## src/rtl/fb_scanout_arbiter_pkg.sv

```systemverilog
// Shared video definitions: scanout FSM encoding, 1024x768 geometry, RGB565 layout
// and the small helpers used by the framebuffer scanout arbiter.
package video_pkg;

  localparam logic [1:0] ST_IDLE     = 2'd0;
  localparam logic [1:0] ST_VID_CMD  = 2'd1;
  localparam logic [1:0] ST_VID_DATA = 2'd2;
  localparam logic [1:0] ST_WR_CMD   = 2'd3;

  localparam int H_ACTIVE     = 1024;
  localparam int V_ACTIVE     = 768;
  localparam int FRAME_PIXELS = H_ACTIVE * V_ACTIVE;

  localparam int RGB_R_W = 5;
  localparam int RGB_G_W = 6;
  localparam int RGB_B_W = 5;
  localparam int PIXEL_W = RGB_R_W + RGB_G_W + RGB_B_W;

  localparam int LEN_W = 5;

  typedef enum logic [1:0] {
    GRANT_NONE = 2'd0,
    GRANT_VID  = 2'd1,
    GRANT_WR   = 2'd2
  } grant_e;

  // Burst length for the next video read: a full burst, or the frame's tail.
  function automatic logic [LEN_W-1:0] clip_len(input logic [31:0] remain,
                                                input logic [31:0] burst);
    clip_len = (remain < burst) ? remain[LEN_W-1:0] : burst[LEN_W-1:0];
  endfunction

endpackage

```

## src/rtl/fb_scanout_arbiter_if.sv

```systemverilog
// Memory command / read-return bus between the scanout arbiter and the memory controller.
interface fb_scanout_arbiter_if #(
  parameter int ADDR_W = 22
);
  import video_pkg::*;

  logic                mem_cmd_valid;
  logic                mem_cmd_ready;
  logic                mem_cmd_we;
  logic [ADDR_W-1:0]   mem_cmd_addr;
  logic [LEN_W-1:0]    mem_cmd_len;
  logic [PIXEL_W-1:0]  mem_wdata;
  logic [PIXEL_W-1:0]  mem_rdata;
  logic                mem_rvalid;

  modport master (
    output mem_cmd_valid, mem_cmd_we, mem_cmd_addr, mem_cmd_len, mem_wdata,
    input  mem_cmd_ready, mem_rdata, mem_rvalid
  );

  modport slave (
    input  mem_cmd_valid, mem_cmd_we, mem_cmd_addr, mem_cmd_len, mem_wdata,
    output mem_cmd_ready, mem_rdata, mem_rvalid
  );

endinterface

```

## src/rtl/fb_prio_arb.sv

```systemverilog
// Purely combinational grant decision for the scanout arbiter:
// urgent video first, then the pixel writer, then non-urgent video.
module fb_prio_arb
  import video_pkg::*;
(
  input  logic   i_idle,
  input  logic   i_vid_need,
  input  logic   i_vid_urgent,
  input  logic   i_wr_req,
  output grant_e o_grant
);

  always_comb begin
    o_grant = GRANT_NONE;
    if (i_idle) begin
      if (i_vid_urgent) begin
        o_grant = GRANT_VID;
      end else if (i_wr_req) begin
        o_grant = GRANT_WR;
      end else if (i_vid_need) begin
        o_grant = GRANT_VID;
      end
    end
  end

endmodule

```

## src/rtl/fb_scanout_arbiter.sv

```systemverilog
// Framebuffer scanout arbiter: shares one memory port between burst reads that
// refill the scanout FIFO and single-word pixel writes.
module fb_scanout_arbiter
  import video_pkg::*;
#(
  parameter int unsigned FB_BASE     = 0,
  parameter int unsigned ADDR_W      = 22,
  parameter int unsigned BURST_LEN   = 16,
  parameter int unsigned FRAME_WORDS = 786432,
  parameter int unsigned FIFO_DEPTH  = 1024,
  parameter int unsigned FIFO_LOW    = 256
) (
  input  logic                 clk,
  input  logic                 reset_n,
  input  logic                 frame_start,
  input  logic [10:0]          fifo_level,
  output logic                 fifo_wr,
  output logic [15:0]          fifo_wdata,
  input  logic                 wr_req,
  input  logic [ADDR_W-1:0]    wr_addr,
  input  logic [15:0]          wr_data,
  output logic                 wr_ack,
  fb_scanout_arbiter_if.master mem,
  output logic                 underrun
);

  localparam int                REM_W      = $clog2(FRAME_WORDS + 1);
  localparam logic [11:0]       NEED_LIMIT = 12'(FIFO_DEPTH - BURST_LEN);
  localparam logic [10:0]       LOW_MARK   = 11'(FIFO_LOW);
  localparam logic [ADDR_W-1:0] BASE_ADDR  = ADDR_W'(FB_BASE);
  localparam logic [REM_W-1:0]  FRAME_REM  = REM_W'(FRAME_WORDS);

  logic [1:0]        r_state;
  logic [ADDR_W-1:0] r_rd_ptr;
  logic [REM_W-1:0]  r_remain;
  logic [LEN_W-1:0]  r_outstanding;
  logic [LEN_W-1:0]  r_beats;
  logic              r_frame_pend;
  logic              r_underrun;
  logic              r_cmd_we;
  logic [ADDR_W-1:0] r_cmd_addr;
  logic [LEN_W-1:0]  r_cmd_len;
  logic [15:0]       r_cmd_wdata;

  logic              w_vid_need;
  logic              w_vid_urgent;
  logic [LEN_W-1:0]  w_vid_len;
  logic              w_cmd_hs;
  logic              w_beat;
  logic              w_last_beat;
  logic              w_frame_load;
  logic              w_idle;
  grant_e            w_grant;

  assign w_vid_need   = (r_remain != '0) &&
                        (({1'b0, fifo_level} + 12'(r_outstanding)) <= NEED_LIMIT);
  assign w_vid_urgent = w_vid_need && (fifo_level < LOW_MARK);
  assign w_vid_len    = clip_len(32'(r_remain), 32'(BURST_LEN));
  assign w_cmd_hs     = mem.mem_cmd_valid && mem.mem_cmd_ready;
  assign w_beat       = (r_state == ST_VID_DATA) && mem.mem_rvalid;
  assign w_last_beat  = w_beat && (r_beats == LEN_W'(1));

  // A frame restart requested during a read burst is deferred to its last beat.
  assign w_frame_load = (((r_state == ST_IDLE) || (r_state == ST_WR_CMD)) && frame_start) ||
                        (w_last_beat && (frame_start || r_frame_pend));

  // The cycle that reloads the frame pointers issues no grant, so a video burst
  // never mixes the old frame's address with the new frame's countdown.
  assign w_idle = (r_state == ST_IDLE) && !frame_start;

  fb_prio_arb u_prio_arb (
    .i_idle       (w_idle),
    .i_vid_need   (w_vid_need),
    .i_vid_urgent (w_vid_urgent),
    .i_wr_req     (wr_req),
    .o_grant      (w_grant)
  );

  assign mem.mem_cmd_valid = (r_state == ST_VID_CMD) || (r_state == ST_WR_CMD);
  assign mem.mem_cmd_we    = r_cmd_we;
  assign mem.mem_cmd_addr  = r_cmd_addr;
  assign mem.mem_cmd_len   = r_cmd_len;
  assign mem.mem_wdata     = r_cmd_wdata;

  assign fifo_wr    = w_beat;
  assign fifo_wdata = mem.mem_rdata;
  assign wr_ack     = (r_state == ST_WR_CMD) && mem.mem_cmd_ready;
  assign underrun   = r_underrun;

  always_ff @(posedge clk or negedge reset_n) begin
    if (!reset_n) begin
      r_state       <= ST_IDLE;
      r_rd_ptr      <= BASE_ADDR;
      r_remain      <= '0;
      r_outstanding <= '0;
      r_beats       <= '0;
      r_cmd_we      <= 1'b0;
      r_cmd_addr    <= '0;
      r_cmd_len     <= '0;
      r_cmd_wdata   <= '0;
    end else begin
      case (r_state)
        ST_IDLE: begin
          if (w_grant == GRANT_VID) begin
            r_state       <= ST_VID_CMD;
            r_cmd_we      <= 1'b0;
            r_cmd_addr    <= r_rd_ptr;
            r_cmd_len     <= w_vid_len;
            r_outstanding <= r_outstanding + w_vid_len;
          end else if (w_grant == GRANT_WR) begin
            r_state     <= ST_WR_CMD;
            r_cmd_we    <= 1'b1;
            r_cmd_addr  <= wr_addr;
            r_cmd_len   <= LEN_W'(1);
            r_cmd_wdata <= wr_data;
          end
        end
        ST_VID_CMD: begin
          if (w_cmd_hs) begin
            r_state  <= ST_VID_DATA;
            r_rd_ptr <= r_rd_ptr + ADDR_W'(r_cmd_len);
            r_remain <= r_remain - REM_W'(r_cmd_len);
            r_beats  <= r_cmd_len;
          end
        end
        ST_VID_DATA: begin
          if (w_beat) begin
            r_beats       <= r_beats - LEN_W'(1);
            r_outstanding <= r_outstanding - LEN_W'(1);
            if (w_last_beat) begin
              r_state <= ST_IDLE;
            end
          end
        end
        ST_WR_CMD: begin
          if (w_cmd_hs) begin
            r_state <= ST_IDLE;
          end
        end
        default: r_state <= ST_IDLE;
      endcase

      if (w_frame_load) begin
        r_rd_ptr <= BASE_ADDR;
        r_remain <= FRAME_REM;
      end
    end
  end

  always_ff @(posedge clk or negedge reset_n) begin
    if (!reset_n) begin
      r_frame_pend <= 1'b0;
      r_underrun   <= 1'b0;
    end else begin
      if (w_frame_load) begin
        r_frame_pend <= 1'b0;
      end else if (frame_start && ((r_state == ST_VID_CMD) || (r_state == ST_VID_DATA))) begin
        r_frame_pend <= 1'b1;
      end

      if (w_frame_load) begin
        r_underrun <= 1'b0;
      end else if ((fifo_level == 11'd0) && (r_remain != '0) && !w_beat) begin
        r_underrun <= 1'b1;
      end
    end
  end

endmodule
```

## src/flat_wrapper.sv

```systemverilog
// flat-port wrapper written by rule: the top's interface ports become plain ports
module fb_scanout_arbiter_flat import video_pkg::*;
#(
  parameter int unsigned FB_BASE     = 0,
  parameter int unsigned ADDR_W      = 22,
  parameter int unsigned BURST_LEN   = 16,
  parameter int unsigned FRAME_WORDS = 786432,
  parameter int unsigned FIFO_DEPTH  = 1024,
  parameter int unsigned FIFO_LOW    = 256
)
  (clk, reset_n, frame_start, fifo_level, fifo_wr, fifo_wdata, wr_req, wr_addr, wr_data, wr_ack, underrun, mem_mem_cmd_valid, mem_mem_cmd_we, mem_mem_cmd_addr, mem_mem_cmd_len, mem_mem_wdata, mem_mem_cmd_ready, mem_mem_rdata, mem_mem_rvalid);
  fb_scanout_arbiter_if #(.ADDR_W(ADDR_W)) mem_i ();
  input  logic clk;
  input  logic reset_n;
  input  logic frame_start;
  input  logic [10:0] fifo_level;
  output logic fifo_wr;
  output logic [15:0] fifo_wdata;
  input  logic wr_req;
  input  logic [ADDR_W-1:0] wr_addr;
  input  logic [15:0] wr_data;
  output logic wr_ack;
  output logic underrun;
  output wire logic [$bits(mem_i.mem_cmd_valid)-1:0] mem_mem_cmd_valid;
  output wire logic [$bits(mem_i.mem_cmd_we)-1:0] mem_mem_cmd_we;
  output wire logic [$bits(mem_i.mem_cmd_addr)-1:0] mem_mem_cmd_addr;
  output wire logic [$bits(mem_i.mem_cmd_len)-1:0] mem_mem_cmd_len;
  output wire logic [$bits(mem_i.mem_wdata)-1:0] mem_mem_wdata;
  input wire logic [$bits(mem_i.mem_cmd_ready)-1:0] mem_mem_cmd_ready;
  input wire logic [$bits(mem_i.mem_rdata)-1:0] mem_mem_rdata;
  input wire logic [$bits(mem_i.mem_rvalid)-1:0] mem_mem_rvalid;
  assign mem_mem_cmd_valid = mem_i.mem_cmd_valid;
  assign mem_mem_cmd_we = mem_i.mem_cmd_we;
  assign mem_mem_cmd_addr = mem_i.mem_cmd_addr;
  assign mem_mem_cmd_len = mem_i.mem_cmd_len;
  assign mem_mem_wdata = mem_i.mem_wdata;
  assign mem_i.mem_cmd_ready = mem_mem_cmd_ready;
  assign mem_i.mem_rdata = mem_mem_rdata;
  assign mem_i.mem_rvalid = mem_mem_rvalid;
  fb_scanout_arbiter #(.FB_BASE(FB_BASE), .ADDR_W(ADDR_W), .BURST_LEN(BURST_LEN), .FRAME_WORDS(FRAME_WORDS), .FIFO_DEPTH(FIFO_DEPTH), .FIFO_LOW(FIFO_LOW)) u_core (.clk(clk), .reset_n(reset_n), .frame_start(frame_start), .fifo_level(fifo_level), .fifo_wr(fifo_wr), .fifo_wdata(fifo_wdata), .wr_req(wr_req), .wr_addr(wr_addr), .wr_data(wr_data), .wr_ack(wr_ack), .mem(mem_i), .underrun(underrun));
endmodule
```

## config.mk

```make
export PLATFORM = sky130hd
export DESIGN_NAME = fb_scanout_arbiter_flat
export DESIGN_NICKNAME = d
export VERILOG_FILES = /design/src/rtl/fb_scanout_arbiter_pkg.sv /design/src/rtl/fb_scanout_arbiter_if.sv /design/src/rtl/fb_prio_arb.sv /design/src/rtl/fb_scanout_arbiter.sv /design/src/flat_wrapper.sv
export SDC_FILE = /design/constraint.sdc
export NUM_CORES = 1
export LEC_CHECK = 0
export ABC_AREA = 0
export CELL_PAD_IN_SITES_DETAIL_PLACEMENT = 1
export CELL_PAD_IN_SITES_GLOBAL_PLACEMENT = 2
export CORE_MARGIN = 10
export CORE_UTILIZATION = 31
export DETAILED_ROUTE_END_ITERATION = 6
export GPL_ROUTABILITY_DRIVEN = 0
export PLACE_DENSITY_LB_ADDON = 0.1
export SETUP_SLACK_MARGIN = 0.15
export SLEW_MARGIN = 20
export SYNTH_ARGS = -nofsm -noshare
export SYNTH_HDL_FRONTEND = slang
export SYNTH_HIERARCHICAL = 1
export SYNTH_SLANG_ARGS = --single-unit
```

## constraint.sdc

```tcl
create_clock -name clk -period 4.33 [get_ports clk]
set_input_delay 0.866 -clock clk [delete_from_list [all_inputs] [get_ports clk]]
set_output_delay 0.866 -clock clk [all_outputs]
set_load 0.01 [all_outputs]
```

=== After elaboration in Yosys (flattened, before gate mapping) ===
Cells that the tools add are included.

* Multiply operators: 0
* Mux-type cells: 34
* Div/mod/pow operators: 0
* Bitwise logic cells: 1
* Add/subtract/negate cells: 6
* Shift-type cells: 0
* Reductions and logical operators: 35
* Order comparisons: 3
* Equal/unequal tests: 12

{| class="wikitable"
|+ Operators with widths
! operator !! count
|-
| two-way mux 22 bit || 5
|-
| two-way mux 20 bit || 3
|-
| two-way mux 5 bit || 7
|-
| adder 22 x 5 -> 22 bit || 1
|-
| < comparator 20 x 5 -> 1 bit (second input constant) || 1
|-
| case mux 5 bit (2 select lines) || 2
|-
| nonzero test 20 bit || 1
|-
| subtractor 20 x 5 -> 20 bit || 1
|-
| two-way mux 2 bit || 9
|-
| nonzero test 2 bit || 7
|-
| adder 11 x 5 -> 12 bit || 1
|-
| less-or-equal comparator 12 x 10 -> 1 bit (second input constant) || 1
|-
| logical AND 1 bit || 12
|-
| logical NOT 11 bit || 1
|-
| < comparator 11 x 9 -> 1 bit (second input constant) || 1
|-
| subtractor 5 x 1 -> 5 bit (second input constant) || 2
|-
| AND reduction 3 bit || 3
|-
| inequality test 2 x 1 -> 1 bit (second input constant) || 4
|-
| case mux 2 bit (4 select lines) || 1
|-
| two-way mux 1 bit || 7
|-
| == test 2 bit (second input constant) || 3
|-
| adder 5 bit || 1
|-
| == test 5 x 1 -> 1 bit (second input constant) || 1
|-
| logical OR 1 bit || 5
|-
| other kinds (8) || 11
|}

* Memories: 0
* Register bits: 100
* Bits in latches: 0
* RAM bits: 0
* Memory bits (read-only): 0
* Input port bits: 71

=== Depth between registers and ports, before layout ===
* Word-level depth: 11
* Depth in mapped cells: 17

=== Hierarchy ===
The synthesis kept the hierarchy.

{| class="wikitable"
|+ By module, submodules not included
! module !! sequential area each (um^2) !! area each (um^2) !! cells an instance !! instances
|-
| fb_scanout_arbiter || 2502.4 || 5905.7 || 608 || 1
|-
| fb_prio_arb || 0.0 || 21.3 || 4 || 1
|}

=== Worst setup path after synthesis ===
Ideal clock, no wire load.

* Path kind: input port to flip-flop
* Start: input port fifo_level[0]
* End: register u_core.r_outstanding[4]
* Slack: -0.113 ns
* Cell stages on the path: 17
* Arrival time: 4.304 ns
* Library setup time: 0.139 ns
* Path through: ha_1 fa_1 a21o_1 a21oi_1 xnor2_1 a211oi_1 a22oi_1 nor2b_1 o21a_1 ha_1 clkbuf_1 nand2b_1 o211ai_1 clkbuf_1 nor4_1 o221a_1 or4_1

* Word-level cells in the longest chain between the ends: 10
* Elaborated cells on any way between the ends: 12
* Those cells by class: 1 x add/sub; 2 x order compare; 2 x eq/ne; 4 x mux; 3 x reduce/logical

{| class="wikitable"
|+ Ends and longest elaborated chain
! item !! line !! RTL
|-
| start: declaration || flat_wrapper.sv:16 || <nowiki>input logic [10:0] fifo_level;</nowiki>
|-
| adder 11 x 5 -> 12 bit (*) || fb_scanout_arbiter.sv:56 || <nowiki>(({1'b0, fifo_level} + 12'(r_outstanding)) <= NEED_LIMIT);</nowiki>
|-
| less-or-equal comparator 12 x 10 -> 1 bit (*) || fb_scanout_arbiter.sv:56 ||
|-
| logical AND 1 bit (*) || fb_scanout_arbiter.sv:55 || <nowiki>assign w_vid_need = (r_remain != '0) &&</nowiki>
|-
| via u_core.w_vid_need || fb_scanout_arbiter.sv:45 || <nowiki>logic w_vid_need;</nowiki>
|-
| two-way mux 1 bit || fb_prio_arb.sv:20 || <nowiki>end else if (i_vid_need) begin</nowiki>
|-
| two-way mux 2 bit || fb_prio_arb.sv:18 || <nowiki>end else if (i_wr_req) begin</nowiki>
|-
| two-way mux 2 bit (*) || fb_prio_arb.sv:16 || <nowiki>if (i_vid_urgent) begin</nowiki>
|-
| two-way mux 2 bit (*) || fb_prio_arb.sv:15 || <nowiki>if (i_idle) begin</nowiki>
|-
| via u_core.w_grant[0] || fb_scanout_arbiter.sv:53 || <nowiki>grant_e w_grant;</nowiki>
|-
| == test 2 x 1 -> 1 bit (*) || fb_scanout_arbiter.sv:104 || <nowiki>if (w_grant == GRANT_VID) begin</nowiki>
|-
| inequality test 2 bit (no source line) (*) || - ||
|-
| AND reduction 3 bit (no source line) (*) || - ||
|-
| end signal: assignment || fb_scanout_arbiter.sv:109 || <nowiki>r_outstanding <= r_outstanding + w_vid_len;</nowiki>
|-
| end signal: assignment || fb_scanout_arbiter.sv:129 || <nowiki>r_outstanding <= r_outstanding - LEN_W'(1);</nowiki>
|-
| end: declaration || fb_scanout_arbiter.sv:36 || <nowiki>logic [LEN_W-1:0] r_outstanding;</nowiki>
|}

Mark *: on every way through the listed nets, which the timed path passes. The rest lies on a longest branch.
A chain may end at the register's enable or synchronous reset.

=== Worst setup path after layout ===
Same ends and word-level chain as after synthesis.

==> out/metrics.yaml <==
detailed_routing:
  final_antenna_net_count: 0
  via_count: 5011
  viasPerCell: 5.28
  met3WireLength_um: 797
  drt_wl_total_mm: 18.4
  dr.pass1.iters: 4
  wl_per_cell_um: 19.4
  route.detailed.drc: 0
  routed.top_layer: "met4"
  wl_met1_mm: 7.98
  wl_met2_mm: 9.43
  drt_iter0_drc: 144
sta:
  slew_headroom_pct: 43.2
  hold_viol: 0
  finalCritPeriodShare_pct: 92.3
  skew_ns: 0.0106
  max_slew.worst_pin.slew_ns: 0.844
  finalSetupViolations: 0
  slew_viol_final: 0
  timing.fmax_mhz: 250
  rsz0062_at_grt: "false"
  post-route-min-period_ns: 4.00
floorplanning:
  initial_core_util_pct: 31.6
  core_region_area_sq_um: 18800
  die_area_sq_um: 25000
  die_x_um: 158
  dieHeight_um: 158
  pin_count: 135
  core.rowCount: 50
yosys:
  synth_top_area_share_pct: 42.2
  yosysWarningCount: 6
  synth_edf_count: 0
  yosysSeqAreaShare_pct: 42.2
  synthArstFlopShare_pct: 100
  syn_avg_cell_area_sq_um: 9.68
  synth_area_sq_um: 5930
  synth.distinct_cells: 64
  synth-seq-cells: 100
  synth_area_leaders: "dfrtp_1, ha_1, mux2i_1"
  synth.largest_area_cell: "dfrtp_1"
  synthFlopType: "dfrtp_1"
  syn_nets: 715
  syn_inst: 612
finish:
  final_cell_count_no_fill: 949
  final_cell_mix: "dfrtp_1, clkdlybuf4s50_1, nand2_1, o21ai_0, a21oi_1"
  regArea_sq_um: 2500
  fillers: 2112
  multi_input_area_sq_um: 3120
  layout_commonest_cell: "dfrtp_1"
  drive_gt1_share_pct: 12.3
  n_antenna_cell: 0
  nNetsFinal: 813
  syn2layout_area_growth_pct: 27.7
global_routing:
  grt_pass1_vias: 5374
  grt_overflow: 0
  grt_pass1_wl_mm: 29.4
  antenna_found_initial: 0
  grt_use_total_pct: 14.8
  grt_max_degree: 52
critical_path:
  cp-end-kind: "register"
  crit_fanout: 4
  cp_data_arrival_time_ns: 4.22
  r2r_slack_ns: 0.37
  r2r-start: "u_core/r_remain[18]"
  reg2reg_depth: 12
  start_kind: "input port"
  startpoint: "fifo_level[0]"
  r2r-end: "u_core/r_outstanding[4]"
  critPathKind: "in2reg"
  required_ns: 4.55
  critPathCapture: "u_core/r_outstanding[4]"
clock_network:
  clock-sinks: 100
  htree_num_levels: 3
  ctsRootBufferMaster: "clkbuf_16"
  clockBufferDepth: 2
  tritoncts: "yes"
  cts_buffers: 9
  hold_buffers: 0
  path_clk_slew_ns: 0.07
  clock_latency_ns: 0.36
power_and_ir_drop:
  power_density_nw_per_um2: 666
  design_power_total_w: 0.00504
  ir_drop_uv: 209
  leakage_nw: 3.16
run:
  max-cap-violations: 0
outcome:
  status: "finished clean"
placed_design:
  io_buffers: 102
  post-dp-hpwl_mm: 13.7
  place_inst: 929
min_path:
  worstHoldPathType: "reg2reg"
-- cell type report --
type / instances / share of cell area (%)
well taps: 234 / 3.87
multi-input cells: 445 / 41.2
repair buffers: 129 / 16.5
flip-flops and latches: 100 / 33.1
clock buffers: 12 / 3.39
inverters: 25 / 1.24
clock inverters: 4 / 0.728
-- cell usage after synthesis, drive strengths merged, types with 8 or more instances --
cell type  instances
a21o              11
a21oi             37
buf               22
clkbuf            20
dfrtp            100
ha                28
inv               25
mux2              17
mux2i             27
nand2             68
nand2b            12
nand3             18
nand4              9
nor2              28
nor3              10
nor4               9
o21ai             44
o31ai             15
or3                8
or4               21
xor2               8
-- power by group --
group / total [W] / internal (W) / switching [W]
Combinational: 0.00258 / 0.00123 / 0.00136
Clock: 0.000867 / 0.000484 / 0.000383
Sequential: 0.00159 / 0.00128 / 0.000311
Total: 0.00504 / 0.00299 / 0.00205
-- worst max-delay path, cell delays in order --
cell and delay [ns]:
dlygate4sd2_1 0.25, ha_2 0.20, fa_2 0.34, a21o_1 0.19, a21oi_2 0.17, buf_4 0.15
o21ba_2 0.12, o21ai_0 0.08, a22oi_2 0.16, nor2b_2 0.16, o21a_1 0.14, ha_2 0.18
nand2b_1 0.12, o211ai_1 0.17, buf_4 0.19, a2bb2oi_2 0.11, o311ai_1 0.09, or4_1 0.52
-- flip-flops by register name, indices dropped and copies added, names as in the netlist --
signal,count
u_core/mem.mem_cmd_addr,22
u_core/mem.mem_cmd_len,5
u_core/mem.mem_cmd_we,1
u_core/mem.mem_wdata,16
u_core/r_beats,5
u_core/r_frame_pend,1
u_core/r_outstanding,5
u_core/r_rd_ptr,22
u_core/r_remain,20
u_core/r_state,2
u_core/underrun,1
-- stage by stage --
| stage | TNS, ns | util, % | setup WS (ns) | hold slack, ns | instance area (sq um) |
|---|---|---|---|---|---|
| 6_report | 0 | 40.3 | 0.333 | 0.484 | 7570 |
| 5_1_grt | 0 | 40.3 | 0.161 | 0.517 | 7570 |
| 4_1_cts | 0 | 40.0 | 0.208 | 0.491 | 7520 |
| 3_5_place_dp | -0.437 | 38.3 | -0.290 | 0.474 | 7180 |
| 3_3_place_gp | -0.0672 | 38.3 | -0.0672 | 0.466 | 7180 |
| 2_1_floorplan | 0 | - | 0.193 | 0.474 | 5940 |
-- cells by family (layout without fill, tap and decap cells) --
kind of cell | after synthesis | after routing | share of synthesized area (%)
AOI/OAI and AO/OA | 150 | 150 | 16.3
xor gates and xnor gates | 15 | 15 | 2.22
DFF | 100 | 100 | 42.2
buffers and inverters | 67 | 170 | 6.00
muxes | 44 | 44 | 7.79
adders and majority gates | 32 | 32 | 7.26
and+or+nand+nor | 204 | 204 | 18.2
-- routing by layer --
metal / vias to the layer above / GRT usage [%]
met1: 2526 / 17.7
met5: - / 0
met3: 12 / 3.45
met4: 0 / 3.75
met2: 75 / 26.1
li1: 2398 / -
-- worst min-delay path by stage --
stage | from | end | slack (ns) | depth (start not counted)
after floorplan | u_core/r_outstanding[0] | u_core/r_outstanding[0] | 0.47 | 2
after global placement | u_core/mem.mem_cmd_addr[0] | u_core/mem.mem_cmd_addr[0] | 0.47 | 2
after detailed placement | u_core/mem.mem_cmd_addr[18] | u_core/mem.mem_cmd_addr[18] | 0.47 | 2
after CTS | u_core/mem.mem_cmd_addr[6] | u_core/mem.mem_cmd_addr[6] | 0.49 | 2
after global routing | u_core/mem.mem_wdata[2] | u_core/mem.mem_wdata[2] | 0.52 | 1
final | u_core/mem.mem_cmd_addr[6] | u_core/mem.mem_cmd_addr[6] | 0.48 | 2
-- what timing repair did --
item                       in CTS  in global routing
setup endpoints to repair       1                  1
pin swaps                       5                  6
gates cloned                    0                  0
gates resized for setup         6                 10
buffers inserted                2                  2
(Power assumes the default switching activity.)
